$ cat config.mk
export PLATFORM = sky130hd
export DESIGN_NAME = mv_avg_filter_v2_0
export DESIGN_NICKNAME = d
export VERILOG_FILES = /design/src/rtl/mv_avg_filter_v2_0.sv
export SDC_FILE = /design/constraint.sdc
export NUM_CORES = 1
export LEC_CHECK = 0
export ABC_AREA = 1
export BUFFER_PORTS_ARGS = -buffer_cell sky130_fd_sc_hd__buf_4
export CORE_MARGIN = 2
export CORE_UTILIZATION = 29
export CTS_BUF_LIST = sky130_fd_sc_hd__clkbuf_8
export DETAILED_ROUTE_END_ITERATION = 10
export PLACE_DENSITY = 0.51
export SLEW_MARGIN = 20
export SYNTH_ARGS = -nofsm -noshare
export SYNTH_HDL_FRONTEND = slang
export SYNTH_SLANG_ARGS = --single-unit
$ cat constraint.sdc
create_clock -name clk -period 5.85 [get_ports clk]
set_input_delay 0 -clock clk [delete_from_list [all_inputs] [get_ports clk]]
set_output_delay 0 -clock clk [all_outputs]
set_load 0.01 [all_outputs]
$ cat src/rtl/mv_avg_filter_v2_0.sv
// mv_avg_filter_v2_0: moving-average (boxcar) filter over the last 2^LOG2_DEPTH
// prescaled samples. It uses a circular delay line and a full-precision running
// sum, so no truncation error builds up between taps.
//
// Optional feature macro: MV_AVG_ROUNDING_EN
//   defined   -> round-half-up average
//   undefined -> floor average (arithmetic shift only)
//
// Ports:
//   clk          clock
//   rst          synchronous active-high reset
//   i_prescaler  sample-tick divider; a tick occurs every i_prescaler+1 cycles
//   i_clear      synchronous flush of the filter state (prescaler unaffected)
//   is_data      signed input sample, taken only on a tick
//   os_data      registered signed average
//   o_valid      one-cycle pulse when os_data updates
//   o_filled     high once DEPTH samples have been taken since reset/clear
module mv_avg_filter_v2_0 #(
    parameter int unsigned DATA_WIDTH      = 14,
    parameter int unsigned LOG2_DEPTH      = 3,
    parameter int unsigned PRESCALER_WIDTH = 32
) (
    input  logic                              clk,
    input  logic                              rst,
    input  logic        [PRESCALER_WIDTH-1:0] i_prescaler,
    input  logic                              i_clear,
    input  logic signed [DATA_WIDTH-1:0]      is_data,
    output logic signed [DATA_WIDTH-1:0]      os_data,
    output logic                              o_valid,
    output logic                              o_filled
);

    localparam int unsigned DEPTH  = 1 << LOG2_DEPTH;
    localparam int unsigned SUM_W  = DATA_WIDTH + LOG2_DEPTH;
    localparam int unsigned FILL_W = LOG2_DEPTH + 1;

    typedef enum logic {
        S_FILL = 1'b0,
        S_RUN  = 1'b1
    } state_t;

    state_t                       r_state;
    state_t                       w_state_next;
    logic        [PRESCALER_WIDTH-1:0] r_presc_cnt;
    logic        [LOG2_DEPTH-1:0] r_wr_ptr;
    logic        [FILL_W-1:0]     r_fill_cnt;
    logic        [FILL_W-1:0]     w_fill_cnt_next;
    logic                         w_filled_next;
    logic signed [SUM_W-1:0]      r_sum;
    logic signed [SUM_W-1:0]      w_sum_next;
    logic signed [SUM_W-1:0]      w_in_ext;
    logic signed [SUM_W-1:0]      w_old_ext;
    logic signed [DATA_WIDTH-1:0] w_oldest;
    logic signed [DATA_WIDTH-1:0] w_avg;
    logic                         w_tick;
    logic                         w_take;
    logic signed [DATA_WIDTH-1:0] r_buf [DEPTH];

    // Sample tick: fires when the counter has reached (or passed) the divider.
    assign w_tick = (r_presc_cnt >= i_prescaler);
    // A clear in the same cycle as a tick discards the sample.
    assign w_take = w_tick & ~i_clear;

    // Prescaler counter
    always_ff @(posedge clk) begin
        if (rst) begin
            r_presc_cnt <= '0;
        end else if (w_tick) begin
            r_presc_cnt <= '0;
        end else begin
            r_presc_cnt <= r_presc_cnt + PRESCALER_WIDTH'(1);
        end
    end

    // During FILL, stale buffer contents are masked out of the running sum.
    assign w_oldest   = (r_state == S_RUN) ? r_buf[r_wr_ptr] : '0;
    assign w_in_ext   = SUM_W'(is_data);
    assign w_old_ext  = SUM_W'(w_oldest);
    assign w_sum_next = r_sum + w_in_ext - w_old_ext;

`ifdef MV_AVG_ROUNDING_EN
    localparam logic signed [SUM_W:0] RND_HALF = (SUM_W+1)'(1) << (LOG2_DEPTH - 1);
    logic signed [SUM_W:0] w_sum_rnd;
    assign w_sum_rnd = (SUM_W+1)'(w_sum_next) + RND_HALF;
    assign w_avg     = DATA_WIDTH'(w_sum_rnd >>> LOG2_DEPTH);
`else
    assign w_avg     = DATA_WIDTH'(w_sum_next >>> LOG2_DEPTH);
`endif

    // State register
    always_ff @(posedge clk) begin
        if (rst) begin
            r_state <= S_FILL;
        end else begin
            r_state <= w_state_next;
        end
    end

    // Next-state, fill count and filled flag
    always_comb begin
        w_state_next    = r_state;
        w_fill_cnt_next = r_fill_cnt;
        w_filled_next   = (r_state == S_RUN);
        case (r_state)
            S_FILL: begin
                if (w_take) begin
                    w_fill_cnt_next = r_fill_cnt + FILL_W'(1);
                    if (w_fill_cnt_next == FILL_W'(DEPTH)) begin
                        w_state_next  = S_RUN;
                        w_filled_next = 1'b1;
                    end
                end
            end
            S_RUN: begin
                w_state_next = S_RUN;
            end
            default: begin
                w_state_next = S_FILL;
            end
        endcase
        if (i_clear) begin
            w_state_next    = S_FILL;
            w_fill_cnt_next = '0;
            w_filled_next   = 1'b0;
        end
    end

    // Fill count and filled flag registers
    always_ff @(posedge clk) begin
        if (rst) begin
            r_fill_cnt <= '0;
            o_filled   <= 1'b0;
        end else begin
            r_fill_cnt <= w_fill_cnt_next;
            o_filled   <= w_filled_next;
        end
    end

    // Running sum, write pointer and registered outputs
    always_ff @(posedge clk) begin
        if (rst || i_clear) begin
            r_sum    <= '0;
            r_wr_ptr <= '0;
            os_data  <= '0;
            o_valid  <= 1'b0;
        end else begin
            o_valid <= w_tick;
            if (w_tick) begin
                r_sum    <= w_sum_next;
                r_wr_ptr <= r_wr_ptr + LOG2_DEPTH'(1);
                os_data  <= w_avg;
            end
        end
    end

    // Delay line; never reset, since FILL masks its contents
    always_ff @(posedge clk) begin
        if (!rst && w_take) begin
            r_buf[r_wr_ptr] <= is_data;
        end
    end

endmodule

==> out/qor.txt <==
=====================================================================================
Setup repair after global routing missed its margin ....................        false
Post-route total power .................................................      2460 uW
Number of optimization iterations in the first detailed-route pass .....            4
Largest net degree at the start of global routing ......................           57
Sequential standard cell area ..........................................    4590 um^2
Initial Utilization ....................................................        29.5%
Global routing usage on met2 ...........................................        24.2%
Hold-critical path endpoint ............................................ r_buf[7][3]$_DFFE_PP_
Worst Setup Start Kind .................................................     register
Clock Tree Buf Depth ...................................................            2
Biggest area consumer among synthesized cells ..........................     edfxtp_1
Cell types with the highest counts after synthesis ..................... 168 x nor2_1, 156 x inv_1, 128 x nand2_1
Detailed placement HPWL ................................................     15500 um
Max Fclk ...............................................................    0.236 GHz
Final-layout fill cell count ...........................................         3237
Core box area ..........................................................   31600 um^2
Initial antenna violation count ........................................            0
Count of cells along the worst hold path ...............................            2
Most frequently used cell type in the post-synthesis netlist ...........       nor2_1
Crit share post-route ..................................................        72.4%
Count of antenna diodes in the layout ..................................            0
Number of max-cap violations ...........................................            0
H-tree depth reported by CTS ...........................................            4
Run status ............................................................. finished clean
Total CTS buffers ......................................................           17
Data required time of the critical path ................................      6200 ps
Nets@finish ............................................................         1232
Layout cells sized above 1 .............................................        11.8%
Critical path arrival ..................................................      4590 ps
Max incr delay on CP ...................................................       810 ps
Synthesized area .......................................................    9350 um^2
GP Congestion ..........................................................        0.824
Synth Warn # ...........................................................            0
Leading post-synthesis cells by cell area .............................. edfxtp_1 36%, dfxtp_1 13%, ha_1 7.2%
Final design utilization ...............................................        34.2%
Setup_tns ..............................................................         0 ps
Total routed wirelength ................................................     22500 um
Number of cells produced by synthesis ..................................         1044
Transition time of the tightest slew-check pin .........................       957 ps
Main flop type after synthesis .........................................     edfxtp_1
Vias in the first global route .........................................         7023
Type of the worst setup path ...........................................   reg -> reg
Mean cell area of the mapped netlist ...................................    8.95 um^2
Total DRC errors in the routed layout ..................................            0
Number of vias in the routed layout ....................................         6946
TritonCTS clock tree ...................................................         done
Cell depth of the worst flop-to-flop path ..............................           16
Die Y-Extent ...........................................................       184 um
Max-slew headroom at the worst pin .....................................        36.1%
Insertion delay to the later sink of the worst-skew pair ...............       460 ps
Min-Delay Startpoint ...................................................   is_data[3]
Rows ...................................................................           65
Final setup violation count ............................................            0
Final hold violations ..................................................            0
Multi-input logic area .................................................    3940 um^2
Clock-pin slew of the registers on the worst-case setup and hold paths .        90 ps
Cell with the biggest individual delay on the critical path ............     clkinv_1
Drt via density ........................................................         4.55
Share of the yosys chip area belonging to registers ....................        49.0%
GRT Max-Usage Layer ....................................................         met2
Quantity of I/O buffers inserted on ports ..............................           64
Total count of max-transition violations in the final report ...........            0
Grt met1 use ...........................................................        17.5%
List of cells traversed by the critical path ........................... buf_4 > clkinv_1 > o21ai_0 > o22ai_1 > o21ai_0 > a31oi_1 > fa_1 > inv_1 > ha_1 > a21o_1 > nand2_1 > nand2_1 > a211oi_1 > nand3_1 > a21oi_1 > nor2_1
Number of library cell types mapped by synthesis .......................           39
Path type of the worst min-delay path ..................................    in -> reg
Top-level I/O count ....................................................           65
First-pass GRT wire length .............................................     36300 um
Category of the worst setup path capture point .........................     register
Proportion of netlist area held by the largest area contributor ........        36.0%
Die boundary width .....................................................       184 um
Total congestion overflow after global routing .........................            0
VDD IR max .............................................................   0.000142 V
Clock net sink count ...................................................          173
Reg-to-Reg End ......................................................... os_data[11]$_SDFFE_PP0N_
Post-synth EDFFs .......................................................          112
Worst Clk Skew .........................................................      13.2 ps
Total routing resource utilization after global routing ................        13.8%
Largest fanout on the critical path ....................................           29
Final min period .......................................................      4230 ps
GRT met3 Usage .........................................................        2.61%
Power Density ..........................................................  227 nW/um^2
Async set or reset register ratio after synthesis ......................           0%
Slack of the worst reg-to-reg path .....................................      1620 ps
Die area ...............................................................   33700 um^2
Initial DRC Count ......................................................          377
Average routed wire per standard cell ..................................      14.7 um
FF+latch count, synth ..................................................          173
Leakage Power ..........................................................   0.00434 uW
Area growth from synthesis to final layout .............................        15.9%
Remaining antenna violation count after routing ........................            0
CTS root buf ...........................................................     clkbuf_8
Synth Net Count ........................................................         1163
=====================================================================================
-- how the worst max path moves through the flow --
stage | start | endpoint | slack, ps
final | register | os_data[11]$_SDFFE_PP0N_ | 1620
after global placement | register | os_data[11]$_SDFFE_PP0N_ | 1700
after CTS | register | os_data[11]$_SDFFE_PP0N_ | 1640
after detailed placement | register | os_data[11]$_SDFFE_PP0N_ | 1670
after floorplan | register | os_data[10]$_SDFFE_PP0N_ | 2840
after global routing | register | os_data[13]$_SDFFE_PP0N_ | 1280
-- final cells by class --
type                       instances  area share [%]
sequential                       173            42.3
multi-input combinational        669            36.4
timing repair buffer              93            6.82
inverter                         159            5.51
tap                              402            4.64
clock buffer                      17            2.16
clock inverter                    15            2.11
-- power by group --
group | switching, uW | internal (uW) | leakage (uW)
Clock | 466 | 516 | 0.000238
Combinational | 102 | 78.1 | 0.00261
Sequential | 2.22 | 1300 | 0.00150
-- cells in the final DEF (no fill, tap or decap), types with 7 or more instances in the layout --
| cell type | synthesis | routed |
|---|---|---|
| a21oi_1 | 54 | 54 |
| a31oi_1 | 13 | 13 |
| buf_4 | 14 | 77 |
| clkbuf_8 | 0 | 17 |
| dfxtp_1 | 61 | 60 |
| dlygate4sd3_1 | 0 | 16 |
| edfxtp_1 | 112 | 112 |
| fa_1 | 16 | 16 |
| ha_1 | 54 | 54 |
| inv_1 | 156 | 157 |
| nand2_1 | 128 | 128 |
| nand3_1 | 19 | 19 |
| nand4_1 | 14 | 14 |
| nor2_1 | 168 | 168 |
| nor2_4 | 7 | 7 |
| nor3_1 | 19 | 19 |
| o21ai_0 | 95 | 95 |
| o22ai_1 | 14 | 14 |
| xnor2_1 | 15 | 15 |
| xor2_1 | 13 | 13 |
-- routing by layer --
metal,share of wire (%),up-vias
met2,49,118
met3,3.5,17
li1,-,3580
met5,0,-
met4,1.3,0
met1,46,3231
-- registers in the layout, summed over array words and instances, names as in the netlist, named ones only --
register and flops:
r_buf 112, r_presc_cnt 32, os_data 14, r_fill_cnt 4, r_sum 3, r_wr_ptr 3, o_valid 1, r_state 1
-- critical path: cells and delay by family, from the launching register on --
family / cells / cell delay, ps
buffers and inverters: 3 / 1180
and+or+nand+nor: 4 / 310
adders and majority gates: 2 / 930
DFF: 1 / 320
AOI/OAI and AO/OA: 7 / 1370
-- per-stage QoR --
stage | setup WS, ps | instances | hold WS [ps] | cell area [um^2]
floorplan | 2840 | 1044 | 98.9 | 9350
global placement | 1700 | 1480 | 251 | 10200
detailed placement | 1670 | 1480 | 253 | 10200
CTS | 1640 | 1528 | 307 | 10800
global route | 1280 | 1528 | 309 | 10800
finish | 1620 | 1528 | 337 | 10800
-- kinds of logic (layout without fill, tap and decap cells) --
family / count (synthesis) / after routing / share of synthesized area [%]
fa+ha+maj: 70 / 70 / 10.7
xor+xnor: 28 / 28 / 2.62
flops: 173 / 173 / 49.0
buf+inv: 202 / 284 / 8.77
compound gates: 194 / 194 / 11.3
simple gates: 377 / 377 / 17.6
-- what timing repair did --
item,in CTS,in global routing
resized for setup,0,0
hold buffers,16,0
buffers inserted,0,0
endpoints found under the hold margin,120,0
(Power assumes the default switching activity.)
